**src/rtl/led_pkg.sv**
```systemverilog
// Shared constants for the LED pattern engine.
// Mode encodings and direction values used by the top and the bench.
package led_pkg;

    localparam logic [1:0] MODE_RUN    = 2'b00;
    localparam logic [1:0] MODE_ROT    = 2'b01;
    localparam logic [1:0] MODE_BOUNCE = 2'b10;
    localparam logic [1:0] MODE_BAR    = 2'b11;

    localparam logic DIR_UP = 1'b0;
    localparam logic DIR_DN = 1'b1;

endpackage

```
**src/rtl/led_pattern_engine_tick_gen.sv**
```systemverilog
// Step prescaler: counts 0..DIV-1 while enabled.
// The tick is the cycle the count sits on DIV-1.
module tick_gen #(
    parameter int DIV   = 50000000,
    parameter int CNT_W = $clog2(DIV)
) (
    input  logic clk,
    input  logic rst,
    input  logic en,
    input  logic restart,
    output logic tick
);

    localparam logic [CNT_W-1:0] LAST = CNT_W'(DIV - 1);

    logic [CNT_W-1:0] cnt;

    assign tick = en && (cnt == LAST);

    always_ff @(posedge clk or posedge rst) begin
        if (rst) begin
            cnt <= '0;
        end else if (restart || tick) begin
            cnt <= '0;
        end else if (en) begin
            cnt <= cnt + 1'b1;
        end
    end

endmodule

```
**src/rtl/led_pattern_engine.sv**
```systemverilog
// Four-mode LED pattern generator driven by a prescaled step tick.
// q is registered from the next-state image, so it moves with the state.
module led_pattern_engine
    import led_pkg::*;
#(
    parameter int WIDTH = 8,
    parameter int DIV   = 50000000,
    parameter int CNT_W = $clog2(DIV),
    parameter int POS_W = $clog2(WIDTH + 1)
) (
    input  logic             clk,
    input  logic             rst,
    input  logic             en,
    input  logic             clr,
    input  logic [1:0]       mode,
    input  logic             dir,
    input  logic             load,
    input  logic [WIDTH-1:0] load_data,
    output logic [WIDTH-1:0] q,
    output logic             step_tick
);

    localparam logic [POS_W-1:0] LAST = POS_W'(WIDTH - 1);
    localparam logic [POS_W-1:0] FULL = POS_W'(WIDTH);
    localparam logic [WIDTH-1:0] ONE  = WIDTH'(1);

    logic [POS_W-1:0] pos, pos_n;
    logic [POS_W-1:0] level, level_n;
    logic             bdir, bdir_n;
    logic [WIDTH-1:0] pattern, pattern_n;
    logic [1:0]       mode_q, mode_n;
    logic [WIDTH-1:0] q_n;
    logic             tick;
    logic             restart;

    tick_gen #(
        .DIV   (DIV),
        .CNT_W (CNT_W)
    ) u_tick (
        .clk     (clk),
        .rst     (rst),
        .en      (en),
        .restart (restart),
        .tick    (tick)
    );

    assign step_tick = tick;

    function automatic logic [WIDTH-1:0] image(
        input logic [1:0]       m,
        input logic [POS_W-1:0] p,
        input logic [POS_W-1:0] l,
        input logic [WIDTH-1:0] pat
    );
        logic [WIDTH-1:0] img;
        img = '0;
        unique case (m)
            MODE_ROT: img = pat;
            MODE_BAR: begin
                for (int i = 0; i < WIDTH; i++)
                    img[i] = (POS_W'(i) < l);
            end
            default: begin
                for (int i = 0; i < WIDTH; i++)
                    img[i] = (p == POS_W'(i));
            end
        endcase
        return img;
    endfunction

    always_comb begin
        restart   = 1'b0;
        pos_n     = pos;
        level_n   = level;
        bdir_n    = bdir;
        pattern_n = pattern;
        mode_n    = mode_q;
        if (clr) begin
            restart   = 1'b1;
            pos_n     = '0;
            level_n   = '0;
            bdir_n    = DIR_UP;
            pattern_n = ONE;
            mode_n    = MODE_RUN;
        end else if (mode != mode_q) begin
            restart = 1'b1;
            mode_n  = mode;
            pos_n   = '0;
            level_n = '0;
            bdir_n  = DIR_UP;
        end else if (load) begin
            pattern_n = load_data;
        end else if (tick) begin
            unique case (mode_q)
                MODE_RUN: begin
                    if (dir == DIR_UP)
                        pos_n = (pos == LAST) ? '0 : pos + 1'b1;
                    else
                        pos_n = (pos == '0) ? LAST : pos - 1'b1;
                end
                MODE_ROT: begin
                    if (dir == DIR_UP)
                        pattern_n = {pattern[WIDTH-2:0], pattern[WIDTH-1]};
                    else
                        pattern_n = {pattern[0], pattern[WIDTH-1:1]};
                end
                MODE_BOUNCE: begin
                    // Ends reflect immediately so each end is lit one step.
                    if (bdir == DIR_UP) begin
                        if (pos == LAST) begin
                            pos_n  = LAST - 1'b1;
                            bdir_n = DIR_DN;
                        end else begin
                            pos_n = pos + 1'b1;
                        end
                    end else begin
                        if (pos == '0) begin
                            pos_n  = POS_W'(1);
                            bdir_n = DIR_UP;
                        end else begin
                            pos_n = pos - 1'b1;
                        end
                    end
                end
                default: begin
                    if (dir == DIR_UP)
                        level_n = (level == FULL) ? '0 : level + 1'b1;
                    else
                        level_n = (level == '0) ? FULL : level - 1'b1;
                end
            endcase
        end
        q_n = image(mode_n, pos_n, level_n, pattern_n);
    end

    always_ff @(posedge clk or posedge rst) begin
        if (rst) begin
            pos     <= '0;
            level   <= '0;
            bdir    <= DIR_UP;
            pattern <= ONE;
            mode_q  <= MODE_RUN;
            q       <= ONE;
        end else begin
            pos     <= pos_n;
            level   <= level_n;
            bdir    <= bdir_n;
            pattern <= pattern_n;
            mode_q  <= mode_n;
            q       <= q_n;
        end
    end

endmodule
```
**config.mk**
```make
export PLATFORM = sky130hd
export DESIGN_NAME = led_pattern_engine
export DESIGN_NICKNAME = d
export VERILOG_FILES = /design/src/rtl/led_pkg.sv /design/src/rtl/led_pattern_engine_tick_gen.sv /design/src/rtl/led_pattern_engine.sv
export SDC_FILE = /design/constraint.sdc
export NUM_CORES = 1
export LEC_CHECK = 0
export CAP_MARGIN = 25
export CORE_ASPECT_RATIO = 0.5
export CORE_MARGIN = 1.5
export CORE_UTILIZATION = 52
export CTS_BUF_LIST = sky130_fd_sc_hd__clkbuf_4
export DETAILED_ROUTE_END_ITERATION = 8
export DONT_BUFFER_PORTS = 1
export PLACE_DENSITY = 0.74
export SLEW_MARGIN = 10
export SYNTH_ARGS = -nofsm -noshare
export SYNTH_HDL_FRONTEND = slang
export SYNTH_SLANG_ARGS = --single-unit
```
**constraint.sdc**
```tcl
create_clock -name clk -period 2.4 [get_ports clk]
set_input_delay 0.36 -clock clk [delete_from_list [all_inputs] [get_ports clk]]
set_output_delay 0.36 -clock clk [all_outputs]
set_load 0.03 [all_outputs]
```
==> results.cfg <==
[flow_run]
max-cap-violations = 0

[min_path]
min-delay-start = en
worst_hold_path_depth = 2
worst_hold_path_type = in -> reg
worst_hold_path.endpoint = u_tick.cnt[0]

[synthesis]
synthesis.instances = 402
count_of_state_elements_after_synthesis = 53
post_synth_mux_area_share_pct = 4.06
number_of_enable_type_register_cells_in_the_synthesized_netlist = 0
yosysTopAreaCell = dfrtp_1
async_flop_share_pct = 100
ys_dominant_reg_cell = dfrtp_1
synth_cell_type_count = 64
netlist_area_sq_um = 3510
synthSimpleGateAreaFrac_pct = 27.0
syn-num-nets = 424
largest_cells_by_area_after_synthesis = dfrtp_1 36%, xor2_1 5.5%, nor2_1 4.6%, nand2_1 3.5%, mux2i_1 3.4%
synth.avg_cell_area_sq_um = 8.73
synth_xor_area_share_pct = 6.24
synth_sequential_area_ratio_pct = 37.8
adder_and_majority_gate_portion_of_the_synthesized_area_pct = 2.14
largest_family_of_logic_cells_by_synthesized_area = simple AND/OR/NAND/NOR gates
synth_compound_gate_area_share_pct = 18.9
yosys.area.top_type_share_pct = 36.4
yosysWarningCount = 0

[drt]
drt_first_pass_iters = 5
drt_iter0_markers = 280
via_per_inst = 6.34
vias = 3459
postRouteWirelength_um = 9910
wire_per_inst_um = 18.2
antenna_left = 0
drc = 0

[cells_and_area]
diodes = 0
fin_nets = 479
seqCellArea_sq_um = 1330
combined_area_of_the_multi_input_logic_cells_sq_um = 2190
finish.utilization_pct = 68.6
fill_cells = 495
post_route_cells_drive_above_1_share_pct = 25.3
area_growth_pct = 22.7

[cts]
clock-root-buffer = clkbuf_4
clk_pin_slew_ns = 0.16
worst_skew_pair.late_latency_ns = 0.41
clock_tree_from_tritoncts = yes
total_number_of_h_tree_levels = 2
clock_path_buffers = 2
clock-sinks = 53
tritoncts.num_buffers = 5

[global_route]
grt_antenna_before_repair = 0
grt_most_used_layer = met2
grt_usage_pct = 28.4
grt_start_max_net_pins = 31
grt_pass1_wl_um = 15900
grt.overflow.total = 0
first_global_vias = 3311
use_met2_pct = 48.7
global_route.usage.met3_pct = 6.94
gr_util_met1_pct = 35.4

[timing]
setup_ws_ns = -0.169
post-route-min-period_ns = 2.57
maxSlewViolCount = 0
total_setup_violations_reported_at_the_end_of_the_flow = 9
fin_hold_ws_ns = 0.0984
grt_setup_unrepaired = true
fmax_ghz = 0.389
post-route-period-util_pct = 107
worst_clock_skew_ns = 0.00911
max-slew-margin-rel_pct = 57.7
finalHoldViolations = 0
worst_pin_slew_ns = 0.634

[power_and_ir_drop]
static-leakage-power_nw = 1.84
post-layout-total-power_w = 0.00163
total_power_density_per_cell_area_nw_per_um2 = 378
maximum_ir_drop_on_the_vdd_rail_uv = 179

[setup_path]
worst_ep_arrival_time_ns = 2.90
worstSetupPathType = reg -> reg
critPathMaxFanout = 4
worst_setup_path_end_kind = flip-flop
worstReg2RegEnd = q[4]
critical_path.startpoint_type = flip-flop
timing.reg2reg.worst_path_depth = 6
rr_startpoint = u_tick.cnt[9]
worst-r2r-setup-slack_ns = -0.17
required_ns = 2.73

[floorplanning]
die_width_um = 119
ioPinCount = 25
core-area_sq_um = 6280
floorplan.initialDensity_pct = 55.9
dieArea_sq_um = 7280
std_cell_rows = 20
die_y_um = 61.1

[outcome]
run_status = complete, but fails checks
violations_in_the_final_reports = setup timing

[placement]
final_wtd_congestion = 0.882
io_buffers = 0
placement.setup.worst_slack_ns = -0.150
place.detailed.hpwl_um = 7160
cell usage in the layout (no fill, tap or decap), types with 3 or more instances in the layout:
master,n
nand2_1,32
nand3_1,15
nor3_1,9
xnor2_1,3
xor2_1,22
nand2b_1,3
nor2b_1,4
nor4_1,4
and3_1,7
o211a_1,3
o22a_1,4
o21a_1,3
o21ai_0,17
and2_1,3
or3_1,6
buf_4,65
clkbuf_4,5
or4_4,3
and4_1,5
a211o_1,4
a21oi_1,20
nand4_1,15
mux2i_1,11
a31oi_1,7
nor2_1,41
o211ai_1,12
dfrtp_1,51
inv_1,11
ha_1,5
per-stage QoR:
stage / setup TNS [ns] / cell area [sq um] / cells
2_1_floorplan: -0.108 / 3520 / 402
3_3_place_gp: -0.505 / 4040 / 531
3_5_place_dp: -0.898 / 4040 / 531
4_1_cts: -1.25 / 4230 / 544
5_1_grt: -1.80 / 4310 / 546
6_report: -1.11 / 4310 / 546
state kept, by name, indices dropped and copies added, names as in the netlist:
| signal | cells |
|---|---|
| mode_q | 2 |
| pos | 4 |
| q | 8 |
| bdir | 1 |
| pattern | 8 |
| u_tick.cnt | 26 |
| level | 4 |
synth_stat cells (3+ instances only):
cell	n
xnor2_1	3
o21ai_0	18
nand4_1	15
nor3_1	10
o21a_1	3
and2_1	3
o211ai_1	12
dfrtp_1	51
nor4_1	5
and4_1	5
ha_1	6
a211o_1	4
a31oi_1	8
nor2b_1	5
or3_1	7
clkbuf_1	15
xor2_1	22
nor2_1	43
a21oi_1	21
buf_1	4
nand2_1	33
inv_1	12
nand3_1	16
mux2i_1	12
o22a_1	4
o211a_1	3
and3_1	8
nand2b_1	3
a211oi_1	3
cell families after synthesis:
group / count (synthesis)
xor gates and xnor gates: 25
AOI/OAI and AO/OA: 97
and+or+nand+nor: 173
DFF: 53
buffers and inverters: 34
adders and majority gates: 6
muxes: 14
cell type report:
class	count	area share, %
clock inverters	3	0.958
inverters	12	1.05
flip-flops and latches	53	30.8
repair buffers	70	13.0
clock buffers	5	0.871
well taps	88	2.56
multi-input cells	315	50.8
per-layer routing:
metal / up-vias / wire length [um]
met5: - / 0
met4: 0 / 323
met3: 36 / 883
met2: 159 / 4470
met1: 1664 / 4240
li1: 1600 / -
critical path, stage by stage (launching register included):
cell and delay, ns:
dfrtp_1 0.42, or3_4 0.40, or4_4 0.49, nor4_4 0.34, nor2_2 0.07, or4b_4 0.56
o211ai_1 0.21
worst max-delay path by stage:
stage	startpoint	end	slack [ns]	depth (start not counted)
floorplan	u_tick.cnt[0]	q[7]	-0.05	8
global placement	u_tick.cnt[9]	q[7]	-0.1	7
detailed placement	u_tick.cnt[9]	q[7]	-0.15	7
CTS	u_tick.cnt[9]	q[7]	-0.18	6
global route	u_tick.cnt[9]	q[4]	-0.25	6
finish	u_tick.cnt[9]	q[4]	-0.17	6
report_power, final:
part / internal, W / switching [W]
Combinational: 0.0000670 / 0.000105
Clock: 0.000216 / 0.000313
Sequential: 0.000908 / 0.0000214
timing repair:
item                                    4_1_cts  5_1_grt
setup buffers                                 4        3
hold endpoints to repair                     30        0
endpoints found under the setup margin       11       15
hold buffers                                  2        0
resized for setup                            17       14
pin swaps                                    10        6
Note: power is estimated with default switching activity, not from simulation.
